==> src/rtl/picorv_bus_pkg.sv <==
// Shared definitions for the picorv32 native-bus initiator: FSM encoding,
// command header fields, strobe constants and well-known addresses.
package picorv_bus_pkg;

   typedef enum logic [2:0] {
      ST_IDLE,
      ST_ADDR,
      ST_WR_WAIT,
      ST_WR_BUS,
      ST_RD_BUS,
      ST_RD_OUT
   } state_t;

   localparam int          OP_BIT           = 31;
   localparam logic [3:0]  WSTRB_FULL       = 4'hF;
   localparam logic [3:0]  WSTRB_NONE       = 4'h0;
   localparam logic [31:0] ERR_WORD_DEFAULT = 32'hDEADBEEF;
   localparam logic [31:0] ADDR_STEP        = 32'd4;

   // Responder-side MMIO locations, kept here so benches share one definition.
   localparam logic [31:0] MMIO_ADDR_A      = 32'h1000_0004;
   localparam logic [31:0] MMIO_ADDR_B      = 32'h1000_0008;

endpackage

==> src/rtl/bus_watchdog.sv <==
// Cycle counter for an outstanding bus request; pulses timeout on the last
// allowed cycle. TIMEOUT = 0 disables it.
module bus_watchdog #(
   parameter int TIMEOUT = 256
) (
   input  logic clk,
   input  logic resetn,
   input  logic start,
   input  logic active,
   output logic timeout
);

   localparam int            CW   = (TIMEOUT > 1) ? $clog2(TIMEOUT) : 1;
   localparam logic [CW-1:0] LAST = (TIMEOUT > 1) ? CW'(TIMEOUT - 1) : '0;

   logic [CW-1:0] r_count;
   logic          w_at_last;

   assign w_at_last = (r_count == LAST);
   assign timeout   = (TIMEOUT != 0) && active && w_at_last;

   // NOTE: reset is synchronous, so it lives inside the clocked branch, not the sensitivity list.
   always_ff @(posedge clk) begin
      if (!resetn) begin
         r_count <= '0;
      end else if (start) begin
         r_count <= '0;
      end else if (active && !w_at_last) begin
         // NOTE: sequential state always takes non-blocking assignments.
         r_count <= r_count + 1'b1;
      end
   end

endmodule

==> src/rtl/picorv_mem_master.sv <==
// Stream-to-bus initiator: parses header/address/data command words and runs
// picorv32 native-bus writes and reads, returning read data on a stream.
module picorv_mem_master
   import picorv_bus_pkg::*;
#(
   parameter int          LEN_WIDTH = 16,
   parameter int          TIMEOUT   = 256,
   parameter logic [31:0] ERR_WORD  = ERR_WORD_DEFAULT
) (
   input  logic        clk,
   input  logic        resetn,
   input  logic [31:0] din,
   input  logic        val_in,
   output logic        ready_upward,
   output logic [31:0] dout,
   output logic        val_out,
   input  logic        ready_downward,
   output logic        mem_valid,
   output logic        mem_instr,
   output logic [31:0] mem_addr,
   output logic [31:0] mem_wdata,
   output logic [3:0]  mem_wstrb,
   input  logic        mem_ready,
   input  logic [31:0] mem_rdata,
   output logic        busy,
   output logic        err
);

   state_t                r_state;
   state_t                w_next_state;
   logic                  r_op;
   logic [LEN_WIDTH-1:0]  r_cnt;
   logic [31:0]           r_addr;
   logic [31:0]           r_wdata;
   logic [3:0]            r_wstrb;
   logic                  r_mem_valid;
   logic [31:0]           r_dout;
   logic                  r_val_out;
   logic                  r_err;

   logic                  w_in_xfer;
   logic                  w_bus_state;
   logic                  w_issue;
   logic                  w_timeout;
   logic                  w_bus_ok;
   logic                  w_bus_to;
   logic                  w_bus_end;
   logic                  w_last;

   assign ready_upward = (r_state == ST_IDLE) || (r_state == ST_ADDR) || (r_state == ST_WR_WAIT);
   assign busy         = (r_state != ST_IDLE);
   assign w_in_xfer    = val_in && ready_upward;
   assign w_bus_state  = (r_state == ST_WR_BUS) || (r_state == ST_RD_BUS);
   assign w_issue      = w_bus_state && !r_mem_valid;
   assign w_last       = (r_cnt == LEN_WIDTH'(1));

   // A response on the timeout cycle wins; only a silent responder aborts.
   assign w_bus_ok     = r_mem_valid && mem_ready;
   assign w_bus_to     = w_timeout && !mem_ready;
   assign w_bus_end    = w_bus_ok || w_bus_to;

   bus_watchdog #(
      .TIMEOUT (TIMEOUT)
   ) u_watchdog (
      .clk     (clk),
      .resetn  (resetn),
      .start   (w_issue),
      .active  (r_mem_valid),
      .timeout (w_timeout)
   );

   always_ff @(posedge clk) begin
      if (!resetn) r_state <= ST_IDLE;
      else         r_state <= w_next_state;
   end

   always_comb begin
      // NOTE: default first so no path through the case leaves a latch.
      w_next_state = r_state;
      case (r_state)
         ST_IDLE:    if (w_in_xfer) w_next_state = ST_ADDR;
         ST_ADDR: begin
            if (w_in_xfer) begin
               if (r_cnt == '0) w_next_state = ST_IDLE;
               else if (r_op)   w_next_state = ST_WR_WAIT;
               else             w_next_state = ST_RD_BUS;
            end
         end
         ST_WR_WAIT: if (w_in_xfer) w_next_state = ST_WR_BUS;
         ST_WR_BUS:  if (w_bus_end) w_next_state = w_last ? ST_IDLE : ST_WR_WAIT;
         ST_RD_BUS:  if (w_bus_end) w_next_state = ST_RD_OUT;
         ST_RD_OUT:  if (ready_downward) w_next_state = w_last ? ST_IDLE : ST_RD_BUS;
         default:    w_next_state = ST_IDLE;
      endcase
   end

   always_ff @(posedge clk) begin
      if (!resetn) begin
         r_op        <= 1'b0;
         r_cnt       <= '0;
         r_addr      <= '0;
         r_wdata     <= '0;
         r_wstrb     <= WSTRB_NONE;
         r_mem_valid <= 1'b0;
         r_dout      <= '0;
         r_val_out   <= 1'b0;
         r_err       <= 1'b0;
      end else begin
         case (r_state)
            ST_IDLE: begin
               if (w_in_xfer) begin
                  r_op  <= din[OP_BIT];
                  r_cnt <= din[LEN_WIDTH-1:0];
               end
            end
            ST_ADDR:    if (w_in_xfer) r_addr  <= {din[31:2], 2'b00};
            ST_WR_WAIT: if (w_in_xfer) r_wdata <= din;
            ST_WR_BUS: begin
               if (w_issue) begin
                  r_mem_valid <= 1'b1;
                  r_wstrb     <= WSTRB_FULL;
               end else if (w_bus_end) begin
                  // A timed-out write is dropped; the stream still advances.
                  r_mem_valid <= 1'b0;
                  r_cnt       <= r_cnt - 1'b1;
                  r_addr      <= r_addr + ADDR_STEP;
               end
            end
            ST_RD_BUS: begin
               if (w_issue) begin
                  r_mem_valid <= 1'b1;
                  r_wstrb     <= WSTRB_NONE;
               end else if (w_bus_end) begin
                  r_mem_valid <= 1'b0;
                  r_dout      <= w_bus_ok ? mem_rdata : ERR_WORD;
                  r_val_out   <= 1'b1;
               end
            end
            ST_RD_OUT: begin
               if (ready_downward) begin
                  r_val_out <= 1'b0;
                  r_cnt     <= r_cnt - 1'b1;
                  r_addr    <= r_addr + ADDR_STEP;
               end
            end
            default: ;
         endcase
         if (w_bus_to) r_err <= 1'b1;
      end
   end

   assign mem_valid = r_mem_valid;
   assign mem_instr = 1'b0;
   assign mem_addr  = r_addr;
   assign mem_wdata = r_wdata;
   assign mem_wstrb = r_wstrb;
   assign dout      = r_dout;
   assign val_out   = r_val_out;
   assign err       = r_err;

endmodule

==> config.mk <==
export PLATFORM = sky130hd
export DESIGN_NAME = picorv_mem_master
export DESIGN_NICKNAME = d
export VERILOG_FILES = /design/src/rtl/picorv_bus_pkg.sv /design/src/rtl/bus_watchdog.sv /design/src/rtl/picorv_mem_master.sv
export SDC_FILE = /design/constraint.sdc
export NUM_CORES = 1
export LEC_CHECK = 0
export CAP_MARGIN = 20
export CORE_MARGIN = 10
export CORE_UTILIZATION = 37
export CTS_BUF_LIST = sky130_fd_sc_hd__clkbuf_8
export DETAILED_ROUTE_END_ITERATION = 6
export PLACE_DENSITY = 0.74
export SYNTH_ARGS = -nofsm -noshare
export SYNTH_HDL_FRONTEND = slang
export SYNTH_SLANG_ARGS = --single-unit
export TNS_END_PERCENT = 10
==> constraint.sdc <==
create_clock -name clk -period 6.01 [get_ports clk]
set_clock_uncertainty 0.05 [all_clocks]
set_input_delay 0.9015 -clock clk [delete_from_list [all_inputs] [get_ports clk]]
set_output_delay 0.9015 -clock clk [all_outputs]
set_load 0.02 [all_outputs]
==> results.sh <==
export IMPL_outcome="completed"
export IMPL_clock_tree_root_buffer_cell="sky130_fd_sc_hd__clkbuf_8"
export IMPL_design_die_area_um2=21700
export IMPL_clk_path_buf_depth=2
export IMPL_portion_of_the_post_synthesis_area_used_by_sequential_elements_pct=42.1
export IMPL_total_leakage_power_nw=2.83
export IMPL_critPathArrivalTime_ps=2340
export IMPL_crit_path_max_fanout=21
export IMPL_io_buffers=171
export IMPL_core_area_um2=15900
export IMPL_final_design_area_no_fill_um2=8140
export IMPL_rsz0062_at_grt="false"
export IMPL_die_width_um=147
export IMPL_yosys_cell_count_top_type="sky130_fd_sc_hd__dfxtp_1"
export IMPL_postSynthAreaPerCell_um2=8.13
export IMPL_filler_instances=1559
export IMPL_grt_first_pass_wirelength_um=30300
export IMPL_num_antenna_cells=0
export IMPL_final_max_slew_viol_count=0
export IMPL_p_seq_share_pct=43.0
export IMPL_top_level_ports=175
export IMPL_groute_usage_overall_pct=16.9
export IMPL_asyncSetResetFlopFracSynth_pct=0
export IMPL_final_util_pct=51.2
export IMPL_ctsHoldBuffers=0
export IMPL_synthesis_area_um2=5990
export IMPL_setup_violations_final=0
export IMPL_max_slew_worst_pin_slew_ps=1020
export IMPL_grt_ovfl_total=0
export IMPL_timing_hold_worst_class="reg -> reg"
export IMPL_number_of_violations_of_the_max_capacitance_limit=0
export IMPL_place_area_um2=7770
export IMPL_core_rowCount=46
export IMPL_area_growth_pct=35.8
export IMPL_edff_count_synth=0
export IMPL_cts_tree="built"
export IMPL_pin_count_of_the_biggest_net_entering_global_routing=73
export IMPL_finalCritPeriodShare_pct=54.8
export IMPL_power_switching_w=0.000814
export IMPL_dp_hpwl_um=13200
export IMPL_netSwitchingFraction_pct=34.4
export IMPL_regArea_um2=2520
export IMPL_ys_top_cells_by_area="sky130_fd_sc_hd__dfxtp_1 42%, sky130_fd_sc_hd__nand2_1 7.4%, sky130_fd_sc_hd__a21oi_1 6.6%"
export IMPL_int_power_w=0.00155
export IMPL_die_height_um=147
export IMPL_synth_ff_type="sky130_fd_sc_hd__dfxtp_1"
export IMPL_min_period_ps=3300
export IMPL_cts_setup_buffers=0
export IMPL_drt_first_pass_iters=5
export IMPL_p_clk_share_pct=29.1
export IMPL_worstSetupStartpointType="register"
export IMPL_h_tree_depth=4
export IMPL_tns_ps=0
export IMPL_place_gp_congestion=0.839
export IMPL_tritoncts_num_sinks=126
export IMPL_cts_reportedPaths_clkPinSlew_ps=70
export IMPL_wl_um=19000
export IMPL_ctsResizeCount=0
export IMPL_finalHoldViolCount=0
export IMPL_multi_input_area_um2=3180
export IMPL_power_per_cell_area_nw_per_um2=291
export IMPL_logic_pwr_share_pct=27.9
export IMPL_routed_via_count=6024
export IMPL_p_total_w=0.00237
export IMPL_crit_path_end_kind="output pin"
export IMPL_antenna_found_initial=0
export IMPL_yosys_area_top_type="sky130_fd_sc_hd__dfxtp_1"
export IMPL_starting_density_of_the_core_pct=37.7
export IMPL_ant_nets=0
export IMPL_finish_net_count=950
export IMPL_yosysWarningCount=0
export IMPL_vias_per_cell=5.46
export IMPL_ir_drop_mv=0.184
export IMPL_route_detailed_drc=0
export IMPL_postSynthRegisterBits=126
export IMPL_routed_wire_length_per_instance_um=17.2
export IMPL_drt_initial_drc_count=507
export IMPL_number_of_global_route_vias_before_repair=5582
export IMPL_post_route_cells_drive_above_1_share_pct=8.33
export IMPL_numCtsBuffers=17
export IMPL_netlist_cell_type_count=66
export IMPL_synth_top_cells_by_count="126 x sky130_fd_sc_hd__dfxtp_1, 118 x sky130_fd_sc_hd__nand2_1, 79 x sky130_fd_sc_hd__a21oi_1"
export IMPL_worst_skew_pair_late_latency_ps=430
export IMPL_critPathRequiredTime_ps=5060
export IMPL_clock_fmax_mhz=303
export IMPL_syn_inst=737
export IMPL_max_slew_margin_pct=31.5
export IMPL_path_class="reg -> out"
export IMPL_yosysTopAreaCellShare_pct=42.1
[state kept, by name, indices dropped and copies added, names as in the netlist]
register / count
dout: 32
mem_wdata: 32
mem_addr: 30
r_cnt: 16
u_watchdog.r_count: 8
r_state: 3
err: 1
mem_valid: 1
mem_wstrb: 1
r_op: 1
val_out: 1
[cells in the final DEF, fill, tap and decap left out, types with 10 or more instances in the layout]
cell type / instances
sky130_fd_sc_hd__inv_1: 15
sky130_fd_sc_hd__nand3_1: 20
sky130_fd_sc_hd__nand2_1: 117
sky130_fd_sc_hd__o22ai_1: 13
sky130_fd_sc_hd__o21ai_0: 35
sky130_fd_sc_hd__clkbuf_8: 18
sky130_fd_sc_hd__clkdlybuf4s50_1: 170
sky130_fd_sc_hd__dfxtp_1: 126
sky130_fd_sc_hd__a21oi_1: 79
sky130_fd_sc_hd__nand4_1: 15
sky130_fd_sc_hd__nor2_1: 64
sky130_fd_sc_hd__o221a_2: 27
sky130_fd_sc_hd__nor3_1: 13
sky130_fd_sc_hd__nor4_1: 10
[per-stage QoR]
step	instances	worst slack (ps)	hold slack, ps
after floorplan	739	3810	397
after global placement	1072	2800	390
after detailed placement	1072	2800	396
after CTS	1103	2670	406
after global routing	1104	2530	422
final	1104	2710	403
[final cells by class]
type	count	area share [%]
inverters	10	0.461
repair buffers	179	21.7
flip-flops and latches	126	31.0
well taps	216	3.32
clock buffers	18	3.04
multi-input cells	542	39.1
clock inverters	13	1.37
[final timing paths]
path | cells after the start | endpoint | start | slack (ps)
worst max-delay path | 3 | busy | r_state[0] | 2710
worst min-delay path | 2 | mem_wdata[25] | mem_wdata[25] | 400
worst max register to register | 6 | mem_addr[8] | r_state[2] | 3090
worst min register to register | 2 | mem_wdata[25] | mem_wdata[25] | 400
[cells by family after synthesis]
kind of cell | count (synthesis) | synth area share (%)
XOR/XNOR | 7 | 1.02
AO/OA/AOI/OAI | 241 | 27.9
multiplexers | 3 | 0.501
AND/OR/NAND/NOR | 283 | 22.2
other | 1 | 0.0626
flip-flops | 126 | 42.1
buffers and inverters | 71 | 5.12
adder cells (fa/ha/maj) | 5 | 1.04
[routing by layer]
| metal | vias up | wire length [um] | share of wire [%] | track usage, % |
|---|---|---|---|---|
| met5 | - | 0 | 0 | 0 |
| met4 | 0 | 203 | 1.1 | 4.71 |
| met3 | 13 | 1370 | 7.2 | 5.74 |
| met2 | 198 | 9140 | 48 | 27.0 |
| met1 | 2832 | 8250 | 43 | 21.1 |
| li1 | 2981 | - | - | - |
[power by group through the flow]
stage | logic (W) | clock network [W] | registers, W
CTS | 0.000662 | 0.000714 | 0.00101
global route | 0.000724 | 0.000756 | 0.00103
floorplan | 0.000395 | 0 | 0.00104
finish | 0.000661 | 0.000690 | 0.00102
detailed placement | 0.000659 | 0 | 0.00103
global placement | 0.000653 | 0 | 0.00103
[critical path: stages (launching register included)]
cell	delay (ps)
sky130_fd_sc_hd__dfxtp_1	810
sky130_fd_sc_hd__inv_1	310
sky130_fd_sc_hd__nand2_1	160
sky130_fd_sc_hd__clkdlybuf4s50_1	630
(Power assumes the default switching activity.)
